[config.mk]
export PLATFORM = sky130hd
export DESIGN_NAME = spi_slave_flat
export DESIGN_NICKNAME = d
export VERILOG_FILES = /design/src/rtl/spi_slave_if.sv /design/src/rtl/spi_slave.sv /design/src/flat_wrapper.sv
export SDC_FILE = /design/constraint.sdc
export NUM_CORES = 1
export LEC_CHECK = 0
export ABC_CLOCK_PERIOD_IN_PS = 5700
export CORE_ASPECT_RATIO = 0.5
export CORE_MARGIN = 1
export CORE_UTILIZATION = 58
export DETAILED_ROUTE_END_ITERATION = 7
export PLACE_DENSITY = 0.94
export SKIP_CTS_REPAIR_TIMING = 1
export SYNTH_ARGS = -nofsm -noshare
export SYNTH_HDL_FRONTEND = slang
export SYNTH_SLANG_ARGS = --single-unit
[constraint.sdc]
create_clock -name clock -period 5.7 [get_ports clock]
set_clock_uncertainty 0.2 [all_clocks]
set_input_delay 0.855 -clock clock [delete_from_list [all_inputs] [get_ports clock]]
set_output_delay 0.855 -clock clock [all_outputs]
set_load 0.02 [all_outputs]
[src/rtl/spi_slave_if.sv]
// SPI link pins plus the local register-bus side of the SPI mode-0 responder.
// The slave modport is the responder's view; master is the peer/register-bank view.
interface spi_slave_if;
  logic       sclk;
  logic       ss;
  logic       mosi;
  logic       miso;
  logic [7:0] reg_addr;
  logic [7:0] reg_wdata;
  logic [7:0] reg_rdata;
  logic       reg_wr;
  logic       reg_rd;
  logic       frame_done;
  logic       frame_err;
  logic       busy;

  modport slave (
    input  sclk, ss, mosi, reg_rdata,
    output miso, reg_addr, reg_wdata, reg_wr, reg_rd, frame_done, frame_err, busy
  );

  modport master (
    output sclk, ss, mosi, reg_rdata,
    input  miso, reg_addr, reg_wdata, reg_wr, reg_rd, frame_done, frame_err, busy
  );
endinterface

[src/rtl/spi_slave.sv]
// SPI mode-0 responder: oversamples sclk/ss/mosi, decodes 24-bit ID/addr/data frames
// and drives a register bus; read frames return reg_rdata on miso.
module spi_slave #(
  parameter logic [7:0] SLAVE_IDW   = 8'hFF,
  parameter logic [7:0] SLAVE_IDR   = 8'h00,
  parameter int         SYNC_STAGES = 2
) (
  input  logic        clock,
  input  logic        n_reset,
  spi_slave_if.slave  bus
);

  localparam int TOP = SYNC_STAGES - 1;

  localparam logic [2:0] ST_IDLE    = 3'd0;
  localparam logic [2:0] ST_ID      = 3'd1;
  localparam logic [2:0] ST_ADDR    = 3'd2;
  localparam logic [2:0] ST_DATA    = 3'd3;
  localparam logic [2:0] ST_WAIT_SS = 3'd4;

  logic [SYNC_STAGES-1:0] sclk_sync_q, sclk_sync_d;
  logic [SYNC_STAGES-1:0] ss_sync_q, ss_sync_d;
  logic [SYNC_STAGES-1:0] mosi_sync_q, mosi_sync_d;
  logic [SYNC_STAGES-1:0] valid_q, valid_d;
  logic       sclk_dly_q, sclk_dly_d;
  logic       ss_dly_q, ss_dly_d;
  logic       armed_q, armed_d;
  logic [2:0] state_q, state_d;
  logic [4:0] bit_cnt_q, bit_cnt_d;
  logic [7:0] shift_q, shift_d;
  logic [7:0] tx_q, tx_d;
  logic       rw_q, rw_d;
  logic       miso_q, miso_d;
  logic [7:0] reg_addr_q, reg_addr_d;
  logic [7:0] reg_wdata_q, reg_wdata_d;
  logic       reg_wr_q, reg_wr_d;
  logic       reg_rd_q, reg_rd_d;
  logic       frame_done_q, frame_done_d;
  logic       frame_err_q, frame_err_d;
  logic       busy_q, busy_d;

  logic sclk_s, ss_s, mosi_s;
  logic sclk_rise, sclk_fall, ss_rise, ss_fall;

  assign sclk_s    = sclk_sync_q[TOP];
  assign ss_s      = ss_sync_q[TOP];
  assign mosi_s    = mosi_sync_q[TOP];
  assign sclk_rise = sclk_s & ~sclk_dly_q;
  assign sclk_fall = ~sclk_s & sclk_dly_q;
  assign ss_rise   = ss_s & ~ss_dly_q;
  assign ss_fall   = ~ss_s & ss_dly_q;

  always_comb begin
    sclk_sync_d  = {sclk_sync_q[SYNC_STAGES-2:0], bus.sclk};
    ss_sync_d    = {ss_sync_q[SYNC_STAGES-2:0], bus.ss};
    mosi_sync_d  = {mosi_sync_q[SYNC_STAGES-2:0], bus.mosi};
    valid_d      = {valid_q[SYNC_STAGES-2:0], 1'b1};
    sclk_dly_d   = sclk_s;
    ss_dly_d     = ss_s;
    // The reset value of the ss synchronizer is not a real observation, so a
    // frame may only start once ss has genuinely been seen high after reset.
    armed_d      = armed_q | (valid_q[TOP] & ss_s);
    state_d      = state_q;
    bit_cnt_d    = bit_cnt_q;
    shift_d      = shift_q;
    tx_d         = tx_q;
    rw_d         = rw_q;
    miso_d       = miso_q;
    reg_addr_d   = reg_addr_q;
    reg_wdata_d  = reg_wdata_q;
    reg_wr_d     = 1'b0;
    reg_rd_d     = 1'b0;
    frame_done_d = 1'b0;
    frame_err_d  = 1'b0;
    busy_d       = busy_q;

    if (state_q != ST_IDLE && ss_rise) begin
      state_d      = ST_IDLE;
      busy_d       = 1'b0;
      miso_d       = 1'b0;
      frame_done_d = 1'b1;
      // A bad-ID frame already reported its error on the 8th bit.
      frame_err_d  = (state_q != ST_WAIT_SS) && (bit_cnt_q < 5'd24);
    end else begin
      case (state_q)
        ST_IDLE: begin
          miso_d = 1'b0;
          if (ss_fall && armed_q) begin
            state_d   = ST_ID;
            bit_cnt_d = 5'd0;
            shift_d   = 8'h00;
            busy_d    = 1'b1;
          end
        end
        ST_ID: begin
          if (sclk_rise) begin
            shift_d   = {shift_q[6:0], mosi_s};
            bit_cnt_d = bit_cnt_q + 5'd1;
            if (bit_cnt_q == 5'd7) begin
              if (shift_d == SLAVE_IDW) begin
                rw_d    = 1'b1;
                state_d = ST_ADDR;
              end else if (shift_d == SLAVE_IDR) begin
                rw_d    = 1'b0;
                state_d = ST_ADDR;
              end else begin
                frame_err_d = 1'b1;
                state_d     = ST_WAIT_SS;
              end
            end
          end
        end
        ST_ADDR: begin
          if (sclk_rise) begin
            shift_d   = {shift_q[6:0], mosi_s};
            bit_cnt_d = bit_cnt_q + 5'd1;
            if (bit_cnt_q == 5'd15) begin
              reg_addr_d = shift_d;
              reg_rd_d   = ~rw_q;
              state_d    = ST_DATA;
            end
          end
        end
        ST_DATA: begin
          if (sclk_rise) begin
            shift_d   = {shift_q[6:0], mosi_s};
            bit_cnt_d = bit_cnt_q + 5'd1;
            if (bit_cnt_q == 5'd23) begin
              reg_wdata_d = shift_d;
              reg_wr_d    = rw_q;
              state_d     = ST_WAIT_SS;
            end
          end else if (sclk_fall && !rw_q) begin
            // First fall of the data byte loads the read data; later falls shift it out.
            if (bit_cnt_q == 5'd16) begin
              miso_d = bus.reg_rdata[7];
              tx_d   = {bus.reg_rdata[6:0], 1'b0};
            end else begin
              miso_d = tx_q[7];
              tx_d   = {tx_q[6:0], 1'b0};
            end
          end
        end
        ST_WAIT_SS: begin
          if (sclk_fall) begin
            miso_d = 1'b0;
          end
        end
        default: begin
          state_d = ST_IDLE;
          busy_d  = 1'b0;
          miso_d  = 1'b0;
        end
      endcase
    end
  end

  always_ff @(posedge clock or negedge n_reset) begin
    if (!n_reset) begin
      sclk_sync_q  <= '0;
      ss_sync_q    <= '1;
      mosi_sync_q  <= '0;
      valid_q      <= '0;
      sclk_dly_q   <= 1'b0;
      ss_dly_q     <= 1'b1;
      armed_q      <= 1'b0;
      state_q      <= ST_IDLE;
      bit_cnt_q    <= 5'd0;
      shift_q      <= 8'h00;
      tx_q         <= 8'h00;
      rw_q         <= 1'b0;
      miso_q       <= 1'b0;
      reg_addr_q   <= 8'h00;
      reg_wdata_q  <= 8'h00;
      reg_wr_q     <= 1'b0;
      reg_rd_q     <= 1'b0;
      frame_done_q <= 1'b0;
      frame_err_q  <= 1'b0;
      busy_q       <= 1'b0;
    end else begin
      sclk_sync_q  <= sclk_sync_d;
      ss_sync_q    <= ss_sync_d;
      mosi_sync_q  <= mosi_sync_d;
      valid_q      <= valid_d;
      sclk_dly_q   <= sclk_dly_d;
      ss_dly_q     <= ss_dly_d;
      armed_q      <= armed_d;
      state_q      <= state_d;
      bit_cnt_q    <= bit_cnt_d;
      shift_q      <= shift_d;
      tx_q         <= tx_d;
      rw_q         <= rw_d;
      miso_q       <= miso_d;
      reg_addr_q   <= reg_addr_d;
      reg_wdata_q  <= reg_wdata_d;
      reg_wr_q     <= reg_wr_d;
      reg_rd_q     <= reg_rd_d;
      frame_done_q <= frame_done_d;
      frame_err_q  <= frame_err_d;
      busy_q       <= busy_d;
    end
  end

  assign bus.miso       = miso_q;
  assign bus.reg_addr   = reg_addr_q;
  assign bus.reg_wdata  = reg_wdata_q;
  assign bus.reg_wr     = reg_wr_q;
  assign bus.reg_rd     = reg_rd_q;
  assign bus.frame_done = frame_done_q;
  assign bus.frame_err  = frame_err_q;
  assign bus.busy       = busy_q;

endmodule
[src/flat_wrapper.sv]
// flat-port wrapper written by rule: the top's interface ports become plain ports
module spi_slave_flat 
#(
  parameter logic [7:0] SLAVE_IDW   = 8'hFF,
  parameter logic [7:0] SLAVE_IDR   = 8'h00,
  parameter int         SYNC_STAGES = 2
)
  (clock, n_reset, bus_sclk, bus_ss, bus_mosi, bus_reg_rdata, bus_miso, bus_reg_addr, bus_reg_wdata, bus_reg_wr, bus_reg_rd, bus_frame_done, bus_frame_err, bus_busy);
  spi_slave_if bus_i ();
  input  logic clock;
  input  logic n_reset;
  input wire logic [$bits(bus_i.sclk)-1:0] bus_sclk;
  input wire logic [$bits(bus_i.ss)-1:0] bus_ss;
  input wire logic [$bits(bus_i.mosi)-1:0] bus_mosi;
  input wire logic [$bits(bus_i.reg_rdata)-1:0] bus_reg_rdata;
  output wire logic [$bits(bus_i.miso)-1:0] bus_miso;
  output wire logic [$bits(bus_i.reg_addr)-1:0] bus_reg_addr;
  output wire logic [$bits(bus_i.reg_wdata)-1:0] bus_reg_wdata;
  output wire logic [$bits(bus_i.reg_wr)-1:0] bus_reg_wr;
  output wire logic [$bits(bus_i.reg_rd)-1:0] bus_reg_rd;
  output wire logic [$bits(bus_i.frame_done)-1:0] bus_frame_done;
  output wire logic [$bits(bus_i.frame_err)-1:0] bus_frame_err;
  output wire logic [$bits(bus_i.busy)-1:0] bus_busy;
  assign bus_i.sclk = bus_sclk;
  assign bus_i.ss = bus_ss;
  assign bus_i.mosi = bus_mosi;
  assign bus_i.reg_rdata = bus_reg_rdata;
  assign bus_miso = bus_i.miso;
  assign bus_reg_addr = bus_i.reg_addr;
  assign bus_reg_wdata = bus_i.reg_wdata;
  assign bus_reg_wr = bus_i.reg_wr;
  assign bus_reg_rd = bus_i.reg_rd;
  assign bus_frame_done = bus_i.frame_done;
  assign bus_frame_err = bus_i.frame_err;
  assign bus_busy = bus_i.busy;
  spi_slave #(.SLAVE_IDW(SLAVE_IDW), .SLAVE_IDR(SLAVE_IDR), .SYNC_STAGES(SYNC_STAGES)) u_core (.clock(clock), .n_reset(n_reset), .bus(bus_i));
endmodule
======== Word-level counts from Yosys, hierarchy flattened ========
Index checks and enable logic that the tools add are counted.
storage, ports and cells
  output and inout bits ................... 22
  input bits .............................. 13
  word-level logic and storage cells ...... 125
  flip-flop bits (word level) ............. 57
cells by class
  muxes and demuxes ....................... 44
  bitwise operators ....................... 13
  eq/ne operators ......................... 25
  reductions and logical operators ........ 21
  order comparisons ....................... 1
  $add $sub $neg .......................... 1
operators by type and width
  operator                                                count
  two-way mux 3 bit                                       10
  inequality test 3 x 1 -> 1 bit (second input constant)  9
  two-way mux 1 bit                                       24
  AND reduction 4 bit                                     5
  case mux 3 bit (5 select lines)                         1
  two-way mux 7 bit                                       2
  case mux 7 bit (2 select lines)                         1
  equality test 5 bit (second input constant)             2
  two-way mux 5 bit                                       2
  inequality test 2 x 1 -> 1 bit (second input constant)  5
  case mux 5 bit (2 select lines)                         1
  equality test 8 bit (second input constant)             1
  zero test 8 bit                                         1
  two-way mux 8 bit                                       1
  AND reduction 8 bit                                     1
  inverter 1 bit                                          7
  equality test 3 x 2 -> 1 bit (second input constant)    2
  inequality test 3 bit (second input constant)           2
  adder 5 x 1 -> 5 bit (second input constant)            1
  AND 1 bit                                               5
  equality test 5 x 3 -> 1 bit (second input constant)    1
  equality test 5 x 4 -> 1 bit (second input constant)    1
  less-than comparator 5 bit (second input constant)      1
  AND reduction 5 bit                                     1
  14 further kinds                                        18

======== Depth between registers and ports, before layout ========
  depth in word-level cells ............... 7
  gate-level depth with buffers ........... 8

======== Least setup slack after synthesis ========
Ideal clock, no wire load.
  kind .................................... register -> register
  start ................................... reg u_core.bit_cnt_q[0]
  end ..................................... reg u_core.reg_addr_q[0], in the netlist u_core.bus.reg_addr[0]
  path slack .............................. 3.627 ns
  arrival ................................. 1.748 ns
  clock period less this slack ............ 2.073 ns
  cell stages (with the launch flop) ...... 7
  cells stage by stage .................... dfrtp_1 > ha_1 > and3_1 > ha_1 > nand4b_1 > nor4_4 > mux2_2
on the way
  cells in the longest elaborated chain, start to end .. 2
RTL lines
  what                           RTL line          text
  start, declared                spi_slave.sv:29   logic [4:0] bit_cnt_q, bit_cnt_d;
  start signal, assigned         spi_slave.sv:189  bit_cnt_q <= bit_cnt_d;
  equality test 5 x 4 -> 1 bit   spi_slave.sv:117  if (bit_cnt_q == 5'd15) begin
  AND reduction 4 bit (no line)  -
  end signal, assigned           spi_slave.sv:194  reg_addr_q <= reg_addr_d;
  end, declared                  spi_slave.sv:34   logic [7:0] reg_addr_q, reg_addr_d;
Every way passes these cells.
A chain may end at the register's enable or synchronous reset.

======== Worst setup path after layout ========
  start ................................... reg u_core.ss_sync_q[1]
  end ..................................... reg u_core.bit_cnt_q[3]
on the way
  cells in the longest elaborated chain, start to end .. 5
  elaborated cells on any way between the ends .. 8
RTL lines
  what                                      RTL line          text
  start, declared                           spi_slave.sv:22   logic [SYNC_STAGES-1:0] ss_sync_q, ss_sync_d;
  start signal, assigned                    spi_slave.sv:182  ss_sync_q <= ss_sync_d;
  inverter 1 bit                            spi_slave.sv:51   assign ss_fall = ~ss_s & ss_dly_q;
  AND 1 bit                                 spi_slave.sv:51
  logical AND 1 bit                         spi_slave.sv:88   if (ss_fall && armed_q) begin
  inequality test 2 x 1 -> 1 bit (no line)  -
  AND reduction 4 bit (no line) (*)         -
Mark *: on every way between the ends. The rest lies on a longest branch, timed or not.

==> qor.tcl <==
set qor(setup.worst_path.class) {reg -> reg}
set qor(largest_net_degree_at_the_start_of_global_routing) 57
set qor(drtIter0Drc) 135
set qor(status) {completed}
set qor(synthesis.nets) 235
set qor(io_buffers) 34
set qor(post_drt_wl_per_cell_um) 17.0
set qor(drt.antenna.violating_nets) 0
set qor(h-tree-depth) 2
set qor(power.density_nw_per_um2) 382
set qor(layout.cells.most_common_list) {dfrtp_1, clkdlybuf4s50_1, nand2_1}
set qor(synth.area.mux_share) 0.110
set qor(period_minus_slack_ps) 2610
set qor(leakage_nw) 1.27
set qor(std_cell_rows) 16
set qor(final_hold_viol_count) 0
set qor(fillerInstances) 251
set qor(vdd.ir_drop.worst_v) 0.000185
set qor(ff2ff_setup_slack_ps) 3090
set qor(dieArea_um2) 4540
set qor(floorplan.initialDensity) 0.621
set qor(synth_compound_gate_area_share) 0.103
set qor(tritoncts) {yes}
set qor(grt_pass1_vias) 1585
set qor(clock_power_share) 0.247
set qor(fp.dieH_um) 48.2
set qor(area_delta_synth_final_pct) 19.2
set qor(fmaxAchievable_mhz) 383
set qor(yosys_warnings) 0
set qor(post_synth_inst_count) 219
set qor(fin_setup_tns_ps) 0
set qor(critPathMaxFanout) 22
set qor(globalRouteOverflowTotal) 0
set qor(antenna_found_initial) 0
set qor(pin_count) 35
set qor(place.detailed.hpwl_um) 3430
set qor(detail_route.drc_violations) 0
set qor(internal-power_w) 0.000726
set qor(clockBufferDepth) 2
set qor(drt_first_pass_iters) 5
set qor(ys_ff_latch) 56
set qor(grt_first_pass_wirelength_um) 7910
set qor(cts_inserted_buffers) 5
set qor(clock-sinks) 56
set qor(max_cap_viol_count) 0
set qor(finalNetCount) 267
set qor(power_share_of_the_combinational_group) 0.261
set qor(synth_top_family_by_area) {simple AND/OR/NAND/NOR gates}
set qor(dr_total_vias) 1775
set qor(cts.root.buffer_cell) {clkbuf_8}
set qor(total_wire_length_um) 5190
set qor(antenna_cells) 0
set qor(worstHoldPathType) {reg -> reg}
set qor(netSwitchingFraction) 0.354
set qor(timing.final.max_slew_violations) 0
set qor(synthSimpleGateAreaFrac) 0.158
set qor(total_switching_power_w) 0.000399
set qor(synth-main-ff-cell) {dfrtp_1}
set qor(chip_width_um) 94.3
set qor(gp_congestion) 0.857
set qor(xor_xnor_share_of_the_synthesized_area) 0.00709
set qor(setup_violations) 0
set qor(clock_insertion_delay_worst_skew_ps) 310
set qor(power_frac_seq) 0.492
set qor(synth_enable_flop_cells) 0
set qor(via_per_inst) 5.80
set qor(critical_path.endpoint_type) {flip-flop}
set qor(crit_arrival_ps) 2620
set qor(floorplan.core_area_um2) 3980
set qor(layout_commonest_cell) {dfrtp_1}
set qor(globalRouteTotalUtil) 0.244
set qor(worst_slew_pin_slew_ps) 791
set qor(post_synth.cell_area_avg_um2) 11.3
set qor(startpoint_type_of_the_worst_setup_path) {flip-flop}
set qor(finalCritPeriodShare) 0.459
set qor(setup_repair_after_global_routing_missed_its_margin) {no}
set qor(share_of_the_yosys_chip_area_belonging_to_registers) 0.568
set qor(clock_pin_slew_reported_for_the_worst_setup_and_hold_paths_after_clock_tree_synthesis_ps) 90
set qor(critPathRequiredTime_ps) 5700
set qor(async_flop_share) 1.00
set qor(drive_gt1_frac) 0.155
set qor(yosys.cell_types.count) 43
set qor(syn_std_cell_area_um2) 2470
set qor(relSlewSlack) 0.471
set qor(synthAdderAreaFrac) 0.0152
set qor(post-layout-total-power_w) 0.00112
-- cells by family after synthesis --
kind of cell,after synthesis
AOI/OAI and AO/OA,43
DFF,56
other,1
and+or+nand+nor,71
buffers and inverters,18
adders and majority gates,3
xor gates and xnor gates,2
muxes,25
-- worst max-delay path: stages (launching register included) --
cell and delay (ps):
dfstp_2 580, nor2b_1 650, nor3_2 140, o21ai_2 640
or4_1 220, o21ai_1 60
-- metrics by stage --
stage | setup slack (ps) | utilization | std cells | hold WS [ps] | instance area, µm²
after floorplan | 3630 | - | 219 | 131 | 2470
after global placement | 3300 | 0.708 | 298 | 133 | 2820
after detailed placement | 3170 | 0.708 | 298 | 138 | 2820
after CTS | 3120 | 0.740 | 306 | 160 | 2950
after global routing | 2980 | 0.740 | 306 | 165 | 2950
final | 3090 | 0.740 | 306 | 157 | 2950
-- Yosys cell counts, drive strengths merged (2+ instances only) --
library cell / count / area share
a211oi: 2 / 0.0061
a21o: 2 / 0.0061
a21oi: 13 / 0.026
and3: 3 / 0.0076
buf: 7 / 0.020
clkbuf: 3 / 0.0046
dfrtp: 53 / 0.54
dfstp: 3 / 0.032
ha: 3 / 0.015
inv: 8 / 0.012
mux2: 18 / 0.082
mux2i: 7 / 0.028
nand2: 23 / 0.035
nand2b: 5 / 0.013
nand3: 5 / 0.010
nand4: 3 / 0.0076
nor2: 16 / 0.028
nor2b: 2 / 0.0051
nor3: 6 / 0.023
nor4: 3 / 0.014
o211ai: 3 / 0.0091
o21ai: 18 / 0.038
xor2: 2 / 0.0071
-- worst paths after layout --
kind	start	endpoint	cells after the start
setup / recovery	u_core.ss_sync_q[1]	u_core.bit_cnt_q[3]	5
hold / removal	u_core.mosi_sync_q[0]	u_core.mosi_sync_q[1]	0
setup reg to reg	u_core.ss_sync_q[1]	u_core.bit_cnt_q[3]	5
hold reg to reg	u_core.mosi_sync_q[0]	u_core.mosi_sync_q[1]	0
max in group asynchronous	n_reset	u_core.bus.reg_addr[6]	2
min in group asynchronous	n_reset	u_core.bus.reg_wdata[4]	2
-- sequential cells by signal (all words and copies together), names as in the netlist, 3 cells and up --
register,cells
u_core.tx_q,7
u_core.bus.reg_wdata,8
u_core.state_q,3
u_core.bus.reg_addr,8
u_core.bit_cnt_q,5
u_core.shift_q,7
-- final cells by class --
cell class | instances | area, µm² | share of cell area
Multi-Input combinational cell | 145 | 976 | 0.331
Inverter | 8 | 30.0 | 0.0102
Tap cell | 54 | 67.6 | 0.0229
Clock inverter | 1 | 30.0 | 0.0102
Clock buffer | 7 | 96.3 | 0.0327
Timing Repair Buffer | 35 | 343 | 0.116
Sequential cell | 56 | 1410 | 0.477
-- routing by layer --
metal	GRT usage	routed length (µm)	vias up
li1	-	-	826
met1	0.332	2300	891
met2	0.419	2580	50
met3	0.0576	255	8
met4	0.0523	48	0
met5	0	0	-
-- power groups by stage --
stage / combinational (W) / sequential, W / clock (W)
floorplan: 0.000239 / 0.000523 / 0
global placement: 0.000266 / 0.000551 / 0
detailed placement: 0.000285 / 0.000556 / 0
CTS: 0.000290 / 0.000551 / 0.000282
global route: 0.000326 / 0.000563 / 0.000298
finish: 0.000293 / 0.000553 / 0.000278
Note: power is estimated with default switching activity, not from simulation.
